[config.mk]
export PLATFORM = sky130hd
export DESIGN_NAME = xor_training_sequencer
export DESIGN_NICKNAME = d
export VERILOG_FILES = /design/src/rtl/xor_training_sequencer.sv
export SDC_FILE = /design/constraint.sdc
export NUM_CORES = 1
export LEC_CHECK = 0
export CORE_UTILIZATION = 50
export CTS_CLUSTER_DIAMETER = 40
export DETAILED_ROUTE_END_ITERATION = 7
export PLACE_DENSITY_LB_ADDON = 0.2
export SYNTH_ARGS = -nofsm -noshare
export SYNTH_HDL_FRONTEND = slang
export SYNTH_SLANG_ARGS = --single-unit
[constraint.sdc]
create_clock -name clk -period 3.3 [get_ports clk]
set_input_delay 0.495 -clock clk [delete_from_list [all_inputs] [get_ports clk]]
set_output_delay 0.495 -clock clk [all_outputs]
set_load 0.005 [all_outputs]
[src/rtl/xor_training_sequencer.sv]
// xor_training_sequencer
// On-chip stimulus and scoring stage for the XOR NeuralNetwork block.
// After a start pulse it pulses weight initialisation, walks the four XOR
// samples for EPOCHS training passes, then switches the network into
// inference mode and counts how many of the four samples it classifies
// correctly. Every output is a register, so the network sees glitch-free
// stimulus.

module xor_training_sequencer #(
    parameter int INIT_CYCLES = 4,
    parameter int HOLD_CYCLES = 10,
    parameter int EPOCHS      = 5,
    parameter int TEST_HOLD   = 5
) (
    input  logic        clk,
    input  logic        reset,
    input  logic        start,
    input  logic [1:0]  predicted,
    input  logic [1:0]  expected,
    output logic        reset_value,
    output logic        test_flag,
    output logic        x_input,
    output logic        y_input,
    output logic        sample_strobe,
    output logic        busy,
    output logic        done,
    output logic [15:0] epoch_count,
    output logic [2:0]  test_correct,
    output logic        test_pass
);

    typedef enum logic [2:0] {
        IDLE,
        INIT,
        TRAIN,
        TEST,
        DONE
    } state_t;

    // Terminal values of the shared hold counter for each phase.
    localparam logic [31:0] INIT_LAST    = 32'(INIT_CYCLES - 1);
    localparam logic [31:0] HOLD_LAST    = 32'(HOLD_CYCLES - 1);
    localparam logic [31:0] TEST_LAST    = 32'(TEST_HOLD - 1);
    localparam logic [15:0] EPOCH_TARGET = 16'(EPOCHS);

    state_t      state;
    logic [31:0] hold_cnt;
    logic [1:0]  idx;

    logic        enter_init;
    logic [1:0]  idx_next;
    logic [15:0] epoch_next;
    logic        sample_hit;
    logic [2:0]  correct_next;

    // Next-value helpers: start acceptance, sample advance, epoch and score increments.
    always_comb begin
        enter_init   = start && ((state == IDLE) || (state == DONE));
        idx_next     = idx + 2'd1;
        epoch_next   = epoch_count + 16'd1;
        sample_hit   = (predicted == expected);
        correct_next = test_correct;
        if (sample_hit && (test_correct != 3'd4)) begin
            correct_next = test_correct + 3'd1;
        end
    end

    // Sequencer FSM with all network-facing and status outputs registered.
    always_ff @(posedge clk) begin
        if (reset) begin
            state         <= IDLE;
            hold_cnt      <= '0;
            idx           <= '0;
            reset_value   <= 1'b0;
            test_flag     <= 1'b0;
            x_input       <= 1'b0;
            y_input       <= 1'b0;
            sample_strobe <= 1'b0;
            busy          <= 1'b0;
            done          <= 1'b0;
            epoch_count   <= '0;
            test_correct  <= '0;
            test_pass     <= 1'b0;
        end else if (enter_init) begin
            state         <= INIT;
            hold_cnt      <= '0;
            idx           <= '0;
            reset_value   <= 1'b1;
            test_flag     <= 1'b0;
            x_input       <= 1'b0;
            y_input       <= 1'b0;
            sample_strobe <= 1'b0;
            busy          <= 1'b1;
            done          <= 1'b0;
            epoch_count   <= '0;
            test_correct  <= '0;
            test_pass     <= 1'b0;
        end else begin
            case (state)
                INIT: begin
                    if (hold_cnt == INIT_LAST) begin
                        state       <= TRAIN;
                        hold_cnt    <= '0;
                        idx         <= '0;
                        reset_value <= 1'b0;
                        x_input     <= 1'b0;
                        y_input     <= 1'b0;
                    end else begin
                        hold_cnt <= hold_cnt + 32'd1;
                    end
                end

                TRAIN: begin
                    if (hold_cnt == HOLD_LAST) begin
                        hold_cnt      <= '0;
                        sample_strobe <= 1'b0;
                        idx           <= idx_next;
                        x_input       <= idx_next[0];
                        y_input       <= idx_next[1];
                        if (idx == 2'd3) begin
                            epoch_count <= epoch_next;
                            if (epoch_next == EPOCH_TARGET) begin
                                state     <= TEST;
                                test_flag <= 1'b1;
                            end
                        end
                    end else begin
                        hold_cnt      <= hold_cnt + 32'd1;
                        sample_strobe <= ((hold_cnt + 32'd1) == HOLD_LAST);
                    end
                end

                TEST: begin
                    if (hold_cnt == TEST_LAST) begin
                        hold_cnt      <= '0;
                        sample_strobe <= 1'b0;
                        test_correct  <= correct_next;
                        idx           <= idx_next;
                        x_input       <= idx_next[0];
                        y_input       <= idx_next[1];
                        if (idx == 2'd3) begin
                            state     <= DONE;
                            done      <= 1'b1;
                            busy      <= 1'b0;
                            test_flag <= 1'b0;
                            test_pass <= (correct_next == 3'd4);
                        end
                    end else begin
                        hold_cnt      <= hold_cnt + 32'd1;
                        sample_strobe <= ((hold_cnt + 32'd1) == TEST_LAST);
                    end
                end

                IDLE, DONE: begin
                end

                default: begin
                    state <= IDLE;
                end
            endcase
        end
    end

endmodule

==> flow_summary.yaml <==
cts:
  clockRootBuffer: "clkbuf_8"
  clkLatencyLatePin_ns: 0.34
  clock_path_buffers: 2
  clk_pin_slew_ns: 0.08
  htree_levels: 3
  cts_buffers: 9
  cts_setup_buffers: 0
  cts.sinks: 62
  ctsHoldBuffers: 0
  postCtsResizedCells: 0
  cts_tree: "built"
placed_design:
  hpwl_mm: 7.057
  portBuffers: 33
  gp_congestion: 0.8631
  place_ws_ns: 0.6311
  dpl_cell_area_um2: 4370
final_layout:
  area_growth_pct: 13.56
  fin_nets: 555
  layout-drive-gt1-share_pct: 7.904
  final_core_util_pct: 58.94
  n_antenna_cell: 0
  fillers: 737
  final_area_um2: 4578
critical_path:
  critical_path_class: "flop to flop"
  startpoint_type: "flop"
  worst_setup_path_end_kind: "flop"
  critical_path_required_ns: 3.58
  path_max_fanout: 16
  arrival_ns: 2.98
global_routing:
  global_route.usage.met2_pct: 37.59
  grt_overflow: 0
  track_usage_pct: 24.95
  met3_usage_pct: 5.141
  grt_pass1_wl_mm: 16.91
  grtUsageMet1_pct: 34.33
  grt_pass1_vias: 3494
  busiest_layer: "met2"
  antenna_found_initial: 0
  grt_max_degree: 33
outcome:
  run_status: "complete, no violations"
synth:
  synth_common_cells: "dfxtp_1, nor2_1, nand2_1"
  syn_inst: 526
  synth.mux.area_fraction_pct: 0.7449
  syn-num-nets: 542
  synth_fa_ha_area_share_pct: 2.793
  synth_edf_count: 0
  ys_seq_elements: 62
  seq_area_frac_synth_pct: 30.79
  async_flop_share_pct: 0
  synth_top_flop_cell: "dfxtp_1"
  synth_xor_area_share_pct: 8.473
  avgSynthCellArea_um2: 7.664
  synth-simple-area-share_pct: 32.90
  ys_warn_count: 0
  yosysTopAreaCell: "dfxtp_1"
  synth_area_leaders: "dfxtp_1, nor2_1, xor2_1"
  syn-cell-area_um2: 4031
  synth_top_area_share_pct: 30.79
  synth_compound_gate_area_share_pct: 18.13
  synth_top_family_by_area: "simple AND/OR/NAND/NOR gates"
  synth.distinct_cells: 52
  yosysMostFrequentCell: "dfxtp_1"
pwr:
  ir_drop_v: 0.0002224
  power_per_cell_area_nw_per_um2: 338.0
  p_leak_uw: 0.001539
worst_hold_path:
  hold_class: "flop to flop"
sta:
  tightest_slew_ns: 0.9763
  setup_viol: 0
  hold_viol_final: 0
  final.min_clock_period_ns: 2.700
  setup_slack_ns: 0.5998
  clock_skew_ns: 0.01010
  finalMaxSlewViolations: 0
  finalCritPeriodShare_pct: 81.82
  rsz0062_at_grt: "no"
  fin_hold_ws_ns: 0.4565
  fmax_mhz: 370.3
  setup_tns_ns: 0
  slew_headroom_pct: 34.56
flow_run:
  cap_violations: 0
floorplanning:
  fp.dieH_um: 91.79
  pin_count: 34
  start_util_pct: 51.90
  num_rows: 32
  design.core.area_um2: 7767
  fp.dieW_um: 91.79
  dieArea_um2: 8425
route:
  routed_wirelength_mm: 10.14
  ant_nets: 0
  drt-initial-drc-count: 298
  wl_per_cell_um: 15.70
  first_pass_iters: 5
  vias: 3934
  drc: 0
  via_per_inst: 6.090
[sequential cells by signal (all words and copies together) (netlist names)]
signal         cells
idx                2
reset_value        1
test_flag          1
busy               1
epoch_count       16
sample_strobe      1
state              3
hold_cnt          32
test_correct       3
done               1
test_pass          1
[cell usage in the layout, fill, tap and decap left out, types with 6 or more instances in the layout]
master           instances
o21ai_0                 25
a31oi_1                 23
nand2b_1                 8
and3_1                  18
nor3b_1                  7
nand3_1                 30
clkbuf_8                10
nor2_1                  50
nand2_1                 39
and4_1                   8
inv_1                   11
nand4_1                 20
ha_1                     9
xnor2_1                 19
xor2_1                  20
a41oi_1                  6
nor4_1                  10
buf_4                   11
nor3_1                  21
a21oi_1                 31
dfxtp_1                 62
clkdlybuf4s50_1         33
and2_1                   7
[where the power goes]
group | switching (uW) | internal (uW) | total (uW)
sequential | 6.76 | 752 | 759
combinational | 61.8 | 32.0 | 93.8
clock | 322 | 373 | 695
total | 390 | 1160 | 1550
[stage by stage]
| step | cells | power, uW |
|---|---|---|
| 6_report | 646 | 1547 |
| 5_1_grt | 646 | 1609 |
| 4_1_cts | 646 | 1561 |
| 3_5_place_dp | 630 | 869.3 |
| 2_1_floorplan | 526 | 836.4 |
| 3_3_place_gp | 630 | 867.8 |
[worst max-delay path, stage by stage (launching register included)]
cell and delay (ns):
dfxtp_1 0.37, nor4_1 0.40, nand4_1 0.22, or4_4 0.58, a21oi_4 0.18, nor3_2 0.15
or4_1 0.57, a31oi_1 0.16
[logic make-up (layout without fill, tap and decap cells)]
family          count (synthesis)  count (layout)
compound gates                115             115
xor+xnor                       39              39
fa+ha+maj                       9               9
buf+inv                        53              71
flops                          62              62
mux                             3               3
simple gates                  245             245
[per-layer routing]
| layer | vias to the layer above | wire length [um] |
|---|---|---|
| li1 | 1960 | - |
| met1 | 1812 | 4772 |
| met2 | 141 | 4525 |
| met3 | 21 | 608 |
| met4 | 0 | 233 |
| met5 | - | 0 |
[cell type report]
class / instances / area (um^2) / area share (%)
Tap cell: 102 / 127.6 / 2.788
Multi-Input combinational cell: 411 / 2547 / 55.64
Sequential cell: 62 / 1241 / 27.11
Timing Repair Buffer: 44 / 412.9 / 9.019
Clock inverter: 6 / 70.07 / 1.530
Inverter: 11 / 41.29 / 0.9019
Clock buffer: 10 / 137.6 / 3.006
[final timing paths]
| kind | start | end | slack (ns) | cells after the start |
|---|---|---|---|---|
| worst max register to register | hold_cnt[22]$_SDFFE_PP0P_ | state[0]$_SDFFE_PP0P_ | 0.60 | 7 |
| worst min register to register | busy$_SDFFE_PP0P_ | busy$_SDFFE_PP0P_ | 0.46 | 2 |
| worst min-delay path | busy$_SDFFE_PP0P_ | busy$_SDFFE_PP0P_ | 0.46 | 2 |
| worst max-delay path | hold_cnt[22]$_SDFFE_PP0P_ | state[0]$_SDFFE_PP0P_ | 0.60 | 7 |
(Power assumes the default switching activity.)
